--- src/rtl/muldiv_unit.sv ---
// Iterative radix-2 multiply/divide unit for the RISC-V M extension (one bit per cycle).
// Optional macro MULDIV_EARLY_OUT_EN: multiplies finish once the remaining multiplier bits are zero.
module muldiv_unit #(
    parameter int XLEN  = 64,
    parameter int CNT_W = $clog2(XLEN) + 1
) (
    input  logic            clk,
    input  logic            reset,
    input  logic            start,
    input  logic [2:0]      op,
    input  logic [XLEN-1:0] rs1,
    input  logic [XLEN-1:0] rs2,
    output logic            ready,
    output logic            busy,
    output logic            done,
    output logic [XLEN-1:0] result
);

`ifdef MULDIV_EARLY_OUT_EN
    localparam bit EARLY_OUT = 1'b1;
`else
    localparam bit EARLY_OUT = 1'b0;
`endif

    typedef enum logic [1:0] {S_IDLE, S_CALC, S_DONE} state_t;

    localparam logic [2:0]       OP_MUL    = 3'd0;
    localparam logic [2:0]       OP_MULH   = 3'd1;
    localparam logic [2:0]       OP_MULHSU = 3'd2;
    localparam logic [CNT_W-1:0] CNT_INIT  = CNT_W'(XLEN);
    localparam logic [CNT_W-1:0] CNT_ONE   = CNT_W'(1);
    localparam logic [XLEN-1:0]  ALL_ONES  = '1;
    localparam logic [XLEN-1:0]  MOST_NEG  = {1'b1, {(XLEN-1){1'b0}}};

    state_t                state_q, state_d;
    logic [CNT_W-1:0]      cnt_q, cnt_d;
    logic [2:0]            op_q, op_d;
    logic                  neg_q, neg_d;
    logic [2*XLEN-1:0]     acc_q, acc_d;     // product accumulator / remainder (low half)
    logic [2*XLEN-1:0]     a_q, a_d;         // shifted multiplicand / dividend->quotient (low half)
    logic [XLEN-1:0]       b_q, b_d;         // multiplier (shifts right) / divisor
    logic [XLEN-1:0]       result_q, result_d;

    // Operand decode at accept time
    logic                  in_div, in_s1, in_s2, neg1, neg2, neg_in;
    logic                  div_zero, div_ovf;
    logic [XLEN-1:0]       mag1, mag2;

    always_comb begin
        in_div   = op[2];
        in_s1    = (op == OP_MULH) || (op == OP_MULHSU) || (in_div && !op[0]);
        in_s2    = (op == OP_MULH) || (in_div && !op[0]);
        neg1     = in_s1 && rs1[XLEN-1];
        neg2     = in_s2 && rs2[XLEN-1];
        mag1     = neg1 ? -rs1 : rs1;
        mag2     = neg2 ? -rs2 : rs2;
        // Remainder takes the dividend's sign; product and quotient take the XOR.
        neg_in   = (in_div && op[1]) ? neg1 : (neg1 ^ neg2);
        div_zero = in_div && (rs2 == '0);
        div_ovf  = in_div && !op[0] && (rs1 == MOST_NEG) && (rs2 == ALL_ONES);
    end

    // One iteration of shift-add multiply or restoring divide
    logic [XLEN:0]         shifted, rem_full;
    logic [XLEN+1:0]       diff;
    logic [2*XLEN-1:0]     acc_nx, a_nx, prod;
    logic [XLEN-1:0]       b_nx, quo, remd, fin_res;
    logic                  last;

    always_comb begin
        shifted  = {acc_q[XLEN-1:0], a_q[XLEN-1]};
        diff     = {1'b0, shifted} - {2'b00, b_q};
        rem_full = shifted;
        if (op_q[2]) begin
            rem_full = diff[XLEN+1] ? shifted : diff[XLEN:0];
            acc_nx   = {{(XLEN-1){1'b0}}, rem_full};
            a_nx     = {{XLEN{1'b0}}, a_q[XLEN-2:0], ~diff[XLEN+1]};
            b_nx     = b_q;
        end else begin
            acc_nx   = acc_q + (b_q[0] ? a_q : '0);
            a_nx     = {a_q[2*XLEN-2:0], 1'b0};
            b_nx     = {1'b0, b_q[XLEN-1:1]};
        end

        prod = neg_q ? -acc_nx : acc_nx;
        quo  = a_nx[XLEN-1:0];
        remd = acc_nx[XLEN-1:0];
        if (op_q[2]) begin
            if (op_q[1]) fin_res = neg_q ? -remd : remd;
            else         fin_res = neg_q ? -quo : quo;
        end else begin
            fin_res = (op_q == OP_MUL) ? prod[XLEN-1:0] : prod[2*XLEN-1:XLEN];
        end

        last = (cnt_q == CNT_ONE) || (EARLY_OUT && !op_q[2] && (b_nx == '0));
    end

    always_comb begin
        state_d  = state_q;
        cnt_d    = cnt_q;
        op_d     = op_q;
        neg_d    = neg_q;
        acc_d    = acc_q;
        a_d      = a_q;
        b_d      = b_q;
        result_d = result_q;
        unique case (state_q)
            S_IDLE, S_DONE: begin
                if (start) begin
                    op_d  = op;
                    neg_d = neg_in;
                    cnt_d = CNT_INIT;
                    acc_d = '0;
                    a_d   = {{XLEN{1'b0}}, mag1};
                    b_d   = mag2;
                    if (div_zero) begin
                        state_d  = S_DONE;
                        result_d = op[1] ? rs1 : ALL_ONES;
                    end else if (div_ovf) begin
                        state_d  = S_DONE;
                        result_d = op[1] ? '0 : rs1;
                    end else if (EARLY_OUT && !op[2] && (mag2 == '0)) begin
                        state_d  = S_DONE;
                        result_d = '0;
                    end else begin
                        state_d  = S_CALC;
                    end
                end else begin
                    state_d = S_IDLE;
                end
            end
            S_CALC: begin
                acc_d = acc_nx;
                a_d   = a_nx;
                b_d   = b_nx;
                cnt_d = cnt_q - CNT_ONE;
                if (last) begin
                    state_d  = S_DONE;
                    result_d = fin_res;
                end
            end
            default: state_d = S_IDLE;
        endcase
    end

    always_ff @(posedge clk) begin
        if (reset) begin
            state_q  <= S_IDLE;
            cnt_q    <= '0;
            op_q     <= '0;
            neg_q    <= 1'b0;
            acc_q    <= '0;
            a_q      <= '0;
            b_q      <= '0;
            result_q <= '0;
        end else begin
            state_q  <= state_d;
            cnt_q    <= cnt_d;
            op_q     <= op_d;
            neg_q    <= neg_d;
            acc_q    <= acc_d;
            a_q      <= a_d;
            b_q      <= b_d;
            result_q <= result_d;
        end
    end

    assign ready  = (state_q == S_IDLE) || (state_q == S_DONE);
    assign busy   = (state_q == S_CALC);
    assign done   = (state_q == S_DONE);
    assign result = result_q;

endmodule

--- config.mk ---
export PLATFORM = sky130hd
export DESIGN_NAME = muldiv_unit
export DESIGN_NICKNAME = d
export VERILOG_FILES = /design/src/rtl/muldiv_unit.sv
export SDC_FILE = /design/constraint.sdc
export NUM_CORES = 2
export LEC_CHECK = 0
export ABC_CLOCK_PERIOD_IN_PS = 7000
export CAP_MARGIN = 20
export CORE_ASPECT_RATIO = 1.1
export CORE_MARGIN = 2
export CORE_UTILIZATION = 30
export DETAILED_ROUTE_END_ITERATION = 12
export GPL_TIMING_DRIVEN = 0
export SLEW_MARGIN = 30
export SYNTH_ARGS = -nofsm -noshare
export SYNTH_HDL_FRONTEND = slang
export SYNTH_SLANG_ARGS = --single-unit
--- constraint.sdc ---
create_clock -name clk -period 7 [get_ports clk]
set_clock_uncertainty 0.1 [all_clocks]
set_input_delay 1.05 -clock clk [delete_from_list [all_inputs] [get_ports clk]]
set_output_delay 1.05 -clock clk [all_outputs]
set_load 0.02 [all_outputs]
After elaboration in Yosys (flattened, before gate mapping)
Index checks and enable logic that the tools add are counted.

storage, ports and cells
  input bits = 134
  output and inout bits = 67
  register bits = 397
  logic and storage cells = 84

cells by class
  add/subtract/negate cells = 8
  reductions and logical operators = 21
  bitwise gates (word level) = 2
  equal/unequal tests = 11
  mux-type cells = 34

operators with widths
  kind                    number
  $mux W64                15
  $mux W128               6
  $pmux W128 S2           2
  $neg A64 Y64            4
  $pmux W64 S2            2
  $add A128 B128 Y128     1
  $eq A64 B64 Y1 const B  2
  $neg A128 Y128          1
  $sub A65 B64 Y66        1
  $mux W65                1
  $logic_not A64 Y1       1
  $pmux W7 S2             1
  $mux W2                 4
  $eq A7 B1 Y1 const B    1
  $logic_and A1 B1 Y1     7
  $mux W7                 1
  $sub A7 B1 Y7 const B   1
  $logic_or A1 B1 Y1      4
  $ne A2 B2 Y1 const B    2
  $pmux W2 S2             1
  $reduce_and A2 Y1       2
  $reduce_and A4 Y1       1
  $eq A3 B1 Y1 const B    1
  $eq A3 B2 Y1 const B    1
  other kinds (13)        13

Logic depth before layout (Yosys ltp)
  depth in word-level cells = 9
  mapped depth = 24

Worst setup path before layout
OpenSTA, ideal clock, no wires.

  path kind = reg-to-reg
  from = reg b_q[0]
  to = reg result_q[43], in the netlist result[43]
  stages on the path, launching flop included = 24
  slack = 1163 ps
  setup time = 130 ps
  arrival = 5606 ps
  path buffers = 3
  cell sequence = dfxtp_1 > clkbuf_1 > clkbuf_1 > and2_1 > ha_1 > inv_1 > fa_1 > nand2b_1 > a21oi_1 > o21ai_1 > a21boi_1 > o21ai_0 > nand3_1 > o211ai_1 > a211oi_1 > or4b_1 > buf_2 > or3_4 > or4_4 > nand4b_1 > nor4_1 > mux2_1 > a21oi_1 > nor3_2

on the way
  longest elaborated chain between the ends = 9
  elaborated cells on any way between the ends = 18

ends and longest elaborated chain
  element                                        line    RTL
  start, declared                                41      logic [XLEN-1:0] b_q, b_d;
  start signal, assigned                         154     b_q <= '0;
  start signal, assigned                         163     b_q <= b_d;
  $mux W128 or $sub A65 B64 Y66 (tied branches)  80, 72
  $add A128 B128 Y128 (tied with other cells)    80      acc_nx = acc_q + (b_q[0] ? a_q : '0);
  $mux W128                                      74      if (op_q[2]) begin
  $neg A128 Y128 (tied with other cells)         85      prod = neg_q ? -acc_nx : acc_nx;
  $mux W128 (tied with other cells)              85
  $mux W64, on equally long branches             92, 89
  $mux W64 (*)                                   88      if (op_q[2]) begin
  $mux W64 (*)                                   137     if (last) begin
  $pmux W64 S2 (*)                               107     unique case (state_q)
  end signal, assigned                           164     result_q <= result_d;
  end, declared                                  42      logic [XLEN-1:0] result_q, result_d;

Every way passes the cells marked *; elsewhere a longest branch is shown, timed or not. The select of a mux whose other input is x is not followed.
A chain may end at the register's enable or synchronous reset.

Worst setup path in the final report
  from = reg op_q[2]
  to = reg result_q[17], in the netlist result[17]

on the way
  longest elaborated chain between the ends = 7
  elaborated cells on any way between the ends = 14

ends and longest elaborated chain
  element                                 line    RTL
  start, declared                         37      logic [2:0] op_q, op_d;
  start signal, assigned                  159     op_q <= op_d;
  $mux W128                               74
  $neg A128 Y128 (tied with other cells)  85
  $mux W128 (tied with other cells)       85
  $mux W64, on equally long branches      92, 89
  $mux W64 (*)                            88
  $mux W64 (*)                            137
  $pmux W64 S2 (*)                        107

Marked as above.

==> reports/qor.txt <==
pre-CTS setup slack: -2.929 ns
vias in the first global route: 52420
Sink Count: 397
worst endpoint required time: 7.39 ns
Chip Width: 364.5 um
Fin Setup TNS: -0.7499 ns
Design Power: 0.009644 W
min-delay worst type: reg2reg
initial antenna violation count: 23
Hold WS: 0.3480 ns
Syn Inst Count: 6302
initial core utilization: 30.22%
Synth Net Count: 6637
reg-to-reg endpoint: result[17]
number of synthesis warnings: 0
post-synthesis sequential area ratio: 18.54%
Post-synth EDFFs: 0
worst r2r src: op_q[2]
largest net degree at the start of global routing: 16
outcome: finished with violations
Area Growth Syn to Fin: 23.88%
unrepaired setup endpoints after global routing: true
#FFs+latches synth: 397
gr ovfl total: 0
crit path max fanout: 10
CTS clock-pin slew for the worst setup and hold paths: 0.07 ns
share of cells above drive strength 1: 12.47%
Reg2Reg Setup Slack: -0.14 ns
endpoints failing hold: 0
Cell Pwr Density: 181.6 mW/mm^2
Port Buffers: 198
CTS tree: done
placer congestion estimate: 1.063
fmax: 140.0 MHz
Max Cap Viol: 0
vias: 55490
Min Clock Period, post-route: 7.140 ns
Crit. Startpoint: op_q[2]
crit path to: result[17]
WL per Instance: 37.45 um
Post-Syn Area: 0.04288 mm^2
CORE AREA: 0.1419 mm^2
Pre-antenna DRT Iters: 6
FFs w/ async S/R, synth: 0%
post-DP HPWL: 269400 um
Leakage: 19.30 nW
syn avg cell area: 6.804 um^2
Yosys cell types: 115
num rows: 145
quantity of hold-fixing buffers added after cts: 0
ANT nets after route: 0
CP Launch Type: register
GR Util All Layers: 42.54%
Remaining DRCs: 0
first-iteration detailed-routing DRC count: 6649
Worst slew margin: 24.97%
fillers: 15570
CTS Buffer Depth: 3
R2R cell count: 13
Slew @ Worst Pin: 1.125 ns
CTS Root Cell: clkbuf_16
VDD IR max: 186.3 uV
crit path capture type: register
first-pass GRT wire length: 434000 um
CTS Buf Count: 54
DIE AREA: 0.1460 mm^2
total I/O pin count: 201
Tcrit/Tclk final: 102.0%
failing checks: negative setup slack
count of pins over their slew limit: 0
Setup-failing EPs final: 17
Post-Route WL: 323600 um
later-pin clock latency in the skew report: 0.71 ns
Setup Crit Path Kind: reg2reg
Via density: 6.424
nets: 7011
worst setup margin: -0.1404 ns
final core utilization: 37.44%
Crit path arrival time: 7.53 ns
ys flop type: dfxtp_1
H-Tree Depth: 2
DIE HEIGHT: 400.5 um
[worst min-delay path by stage]
stage,from,slack (ns),to,cells past startpoint
after global placement,result[16],0.33,result[16],2
after global routing,result[3],0.37,result[3],2
final,result[3],0.35,result[3],2
after detailed placement,result[16],0.34,result[16],2
after CTS,result[16],0.35,result[16],2
after floorplan,acc_q[106],0.34,acc_q[106],2
[registers in the layout (all words and copies together) (netlist names)]
signal / flops
a_q: 128
acc_q: 128
b_q: 64
result: 64
cnt_q: 7
op_q: 3
state_q: 2
neg_q: 1
[cell usage after synthesis, drive strengths merged (17+ instances only)]
library cell | n | area [um^2]
or4 | 41 | 319.0
o221ai | 34 | 297.8
a211oi | 114 | 868.3
o41ai | 23 | 209.0
o211ai | 71 | 533.0
mux2i | 51 | 510.5
or3 | 83 | 524.3
a22oi | 227 | 1704
and3 | 50 | 312.8
o21bai | 21 | 157.7
nor3 | 160 | 837.1
a21o | 56 | 420.4
nand4 | 155 | 982.2
nand2 | 606 | 2280
a31oi | 58 | 369.1
nand2b | 46 | 287.8
o21a | 39 | 292.8
inv | 134 | 503.0
nor2b | 37 | 231.5
o31ai | 70 | 530.5
buf | 93 | 420.4
o311ai | 18 | 157.6
a311oi | 29 | 260.3
nand3 | 103 | 525.5
and4 | 28 | 245.2
xnor2 | 212 | 1857
a221oi | 37 | 324.1
xor2 | 172 | 1506
a21boi | 20 | 150.1
dfxtp | 397 | 7948
or2 | 33 | 206.5
and2 | 160 | 1001
nor2 | 874 | 3281
a21oi | 678 | 3412
ha | 199 | 2490
o21ai | 459 | 2312
nor4 | 75 | 539.3
o22ai | 17 | 106.4
clkbuf | 339 | 1272
maj3 | 43 | 430.4
[kinds of logic (layout without fill, tap and decap cells)]
kind of cell             count (synthesis)  count (layout)  synth area share, %
multiplexers                            61              61                1.480
AO/OA/AOI/OAI                         2131            2131                31.76
flip-flops                             397             397                18.54
buffers and inverters                  569             989                5.148
AND/OR/NAND/NOR                       2516            2516                28.33
adder cells (fa/ha/maj)                244             244                6.904
XOR/XNOR                               384             384                7.844
other                                    0               6                    0
[metal layers]
layer / global-route usage (%) / part of all wire, %
met1: 51.07 / 39
met2: 66.52 / 44
met3: 8.873 / 8.3
met4: 31.88 / 9.2
met5: 0 / 0.051
[stage by stage]
step	std cells	area, um^2
global placement	8411	47250
floorplan	6302	42880
detailed placement	8447	48230
CTS	8606	52290
finish	8639	53120
global route	8633	53100
[area by class of cell]
| cell class | instances | area (um^2) | share of cell area [%] |
|---|---|---|---|
| multi-input cells | 5336 | 35020 | 65.93 |
| flip-flops and latches | 397 | 7968 | 15.00 |
| repair buffers | 351 | 3396 | 6.393 |
| well taps | 1911 | 2391 | 4.502 |
| plain buffers | 399 | 1802 | 3.392 |
| clock buffers | 66 | 1486 | 2.798 |
| clock inverters | 36 | 525.5 | 0.9894 |
| inverters | 137 | 514.2 | 0.9682 |
| diodes | 6 | 15.01 | 0.02827 |
[repair_timing]
item / 4_1_cts / 5_1_grt
endpoints found under the setup margin: 260 / 57
buffers inserted: 71 / 45
pin swaps: 50 / 44
resized for setup: 329 / 127
[placed cells by master (no fill, tap or decap), types with 28 or more instances in the layout]
cell             synthesis  routed
nand2b_1                46      42
and4_1                  28      28
buf_4                    4     130
nor3_1                 154     133
nor2b_1                 37      37
inv_1                  132     132
o21ai_0                434     396
dfxtp_1                397     385
a21oi_2                  2      46
nor4_1                  68      51
and2_1                 160     159
clkbuf_2                 0      70
and3_1                  50      50
o21a_1                  39      36
nand4_1                153     153
buf_2                   45      60
maj3_1                  43      43
clkdlybuf4s50_1          0     198
mux2i_1                 51      42
xnor2_1                212     187
a31oi_1                 57      46
buf_1                   44      28
or2_2                   30      30
or3_1                   82      82
a21o_1                  56      54
o21ai_1                 21      50
a211oi_1               113      97
o31ai_1                 69      62
a22oi_1                227     222
a21oi_1                675     623
nor2_1                 874     852
or4_1                   38      37
o211ai_1                71      71
clkbuf_16                0      56
nand2_1                604     593
o221ai_1                34      28
nand3_1                101      96
ha_1                   199     192
clkbuf_1               339     227
xor2_1                 172     155
[critical path, stage by stage, from the launching register on]
cell and delay [ns]:
dfxtp_2 0.46, clkinv_1 0.29, clkbuf_2 0.45, clkbuf_2 0.57
buf_2 0.48, clkdlybuf4s15_2 0.55, clkbuf_2 0.40, clkbuf_1 0.50
clkbuf_2 0.58, buf_2 0.60, nand2_2 0.45, clkbuf_2 0.49
a21oi_2 0.55, o22ai_1 0.35
[power breakdown]
group	internal (W)	leakage (nW)	total [W]	switching, W
registers	0.00236	3.23	0.00256	0.000204
clock network	0.00187	0.973	0.00325	0.00137
logic	0.00109	15.1	0.00383	0.00274
total	0.00532	19.3	0.00964	0.00432
No activity file was read; power rests on OpenSTA's default activity.
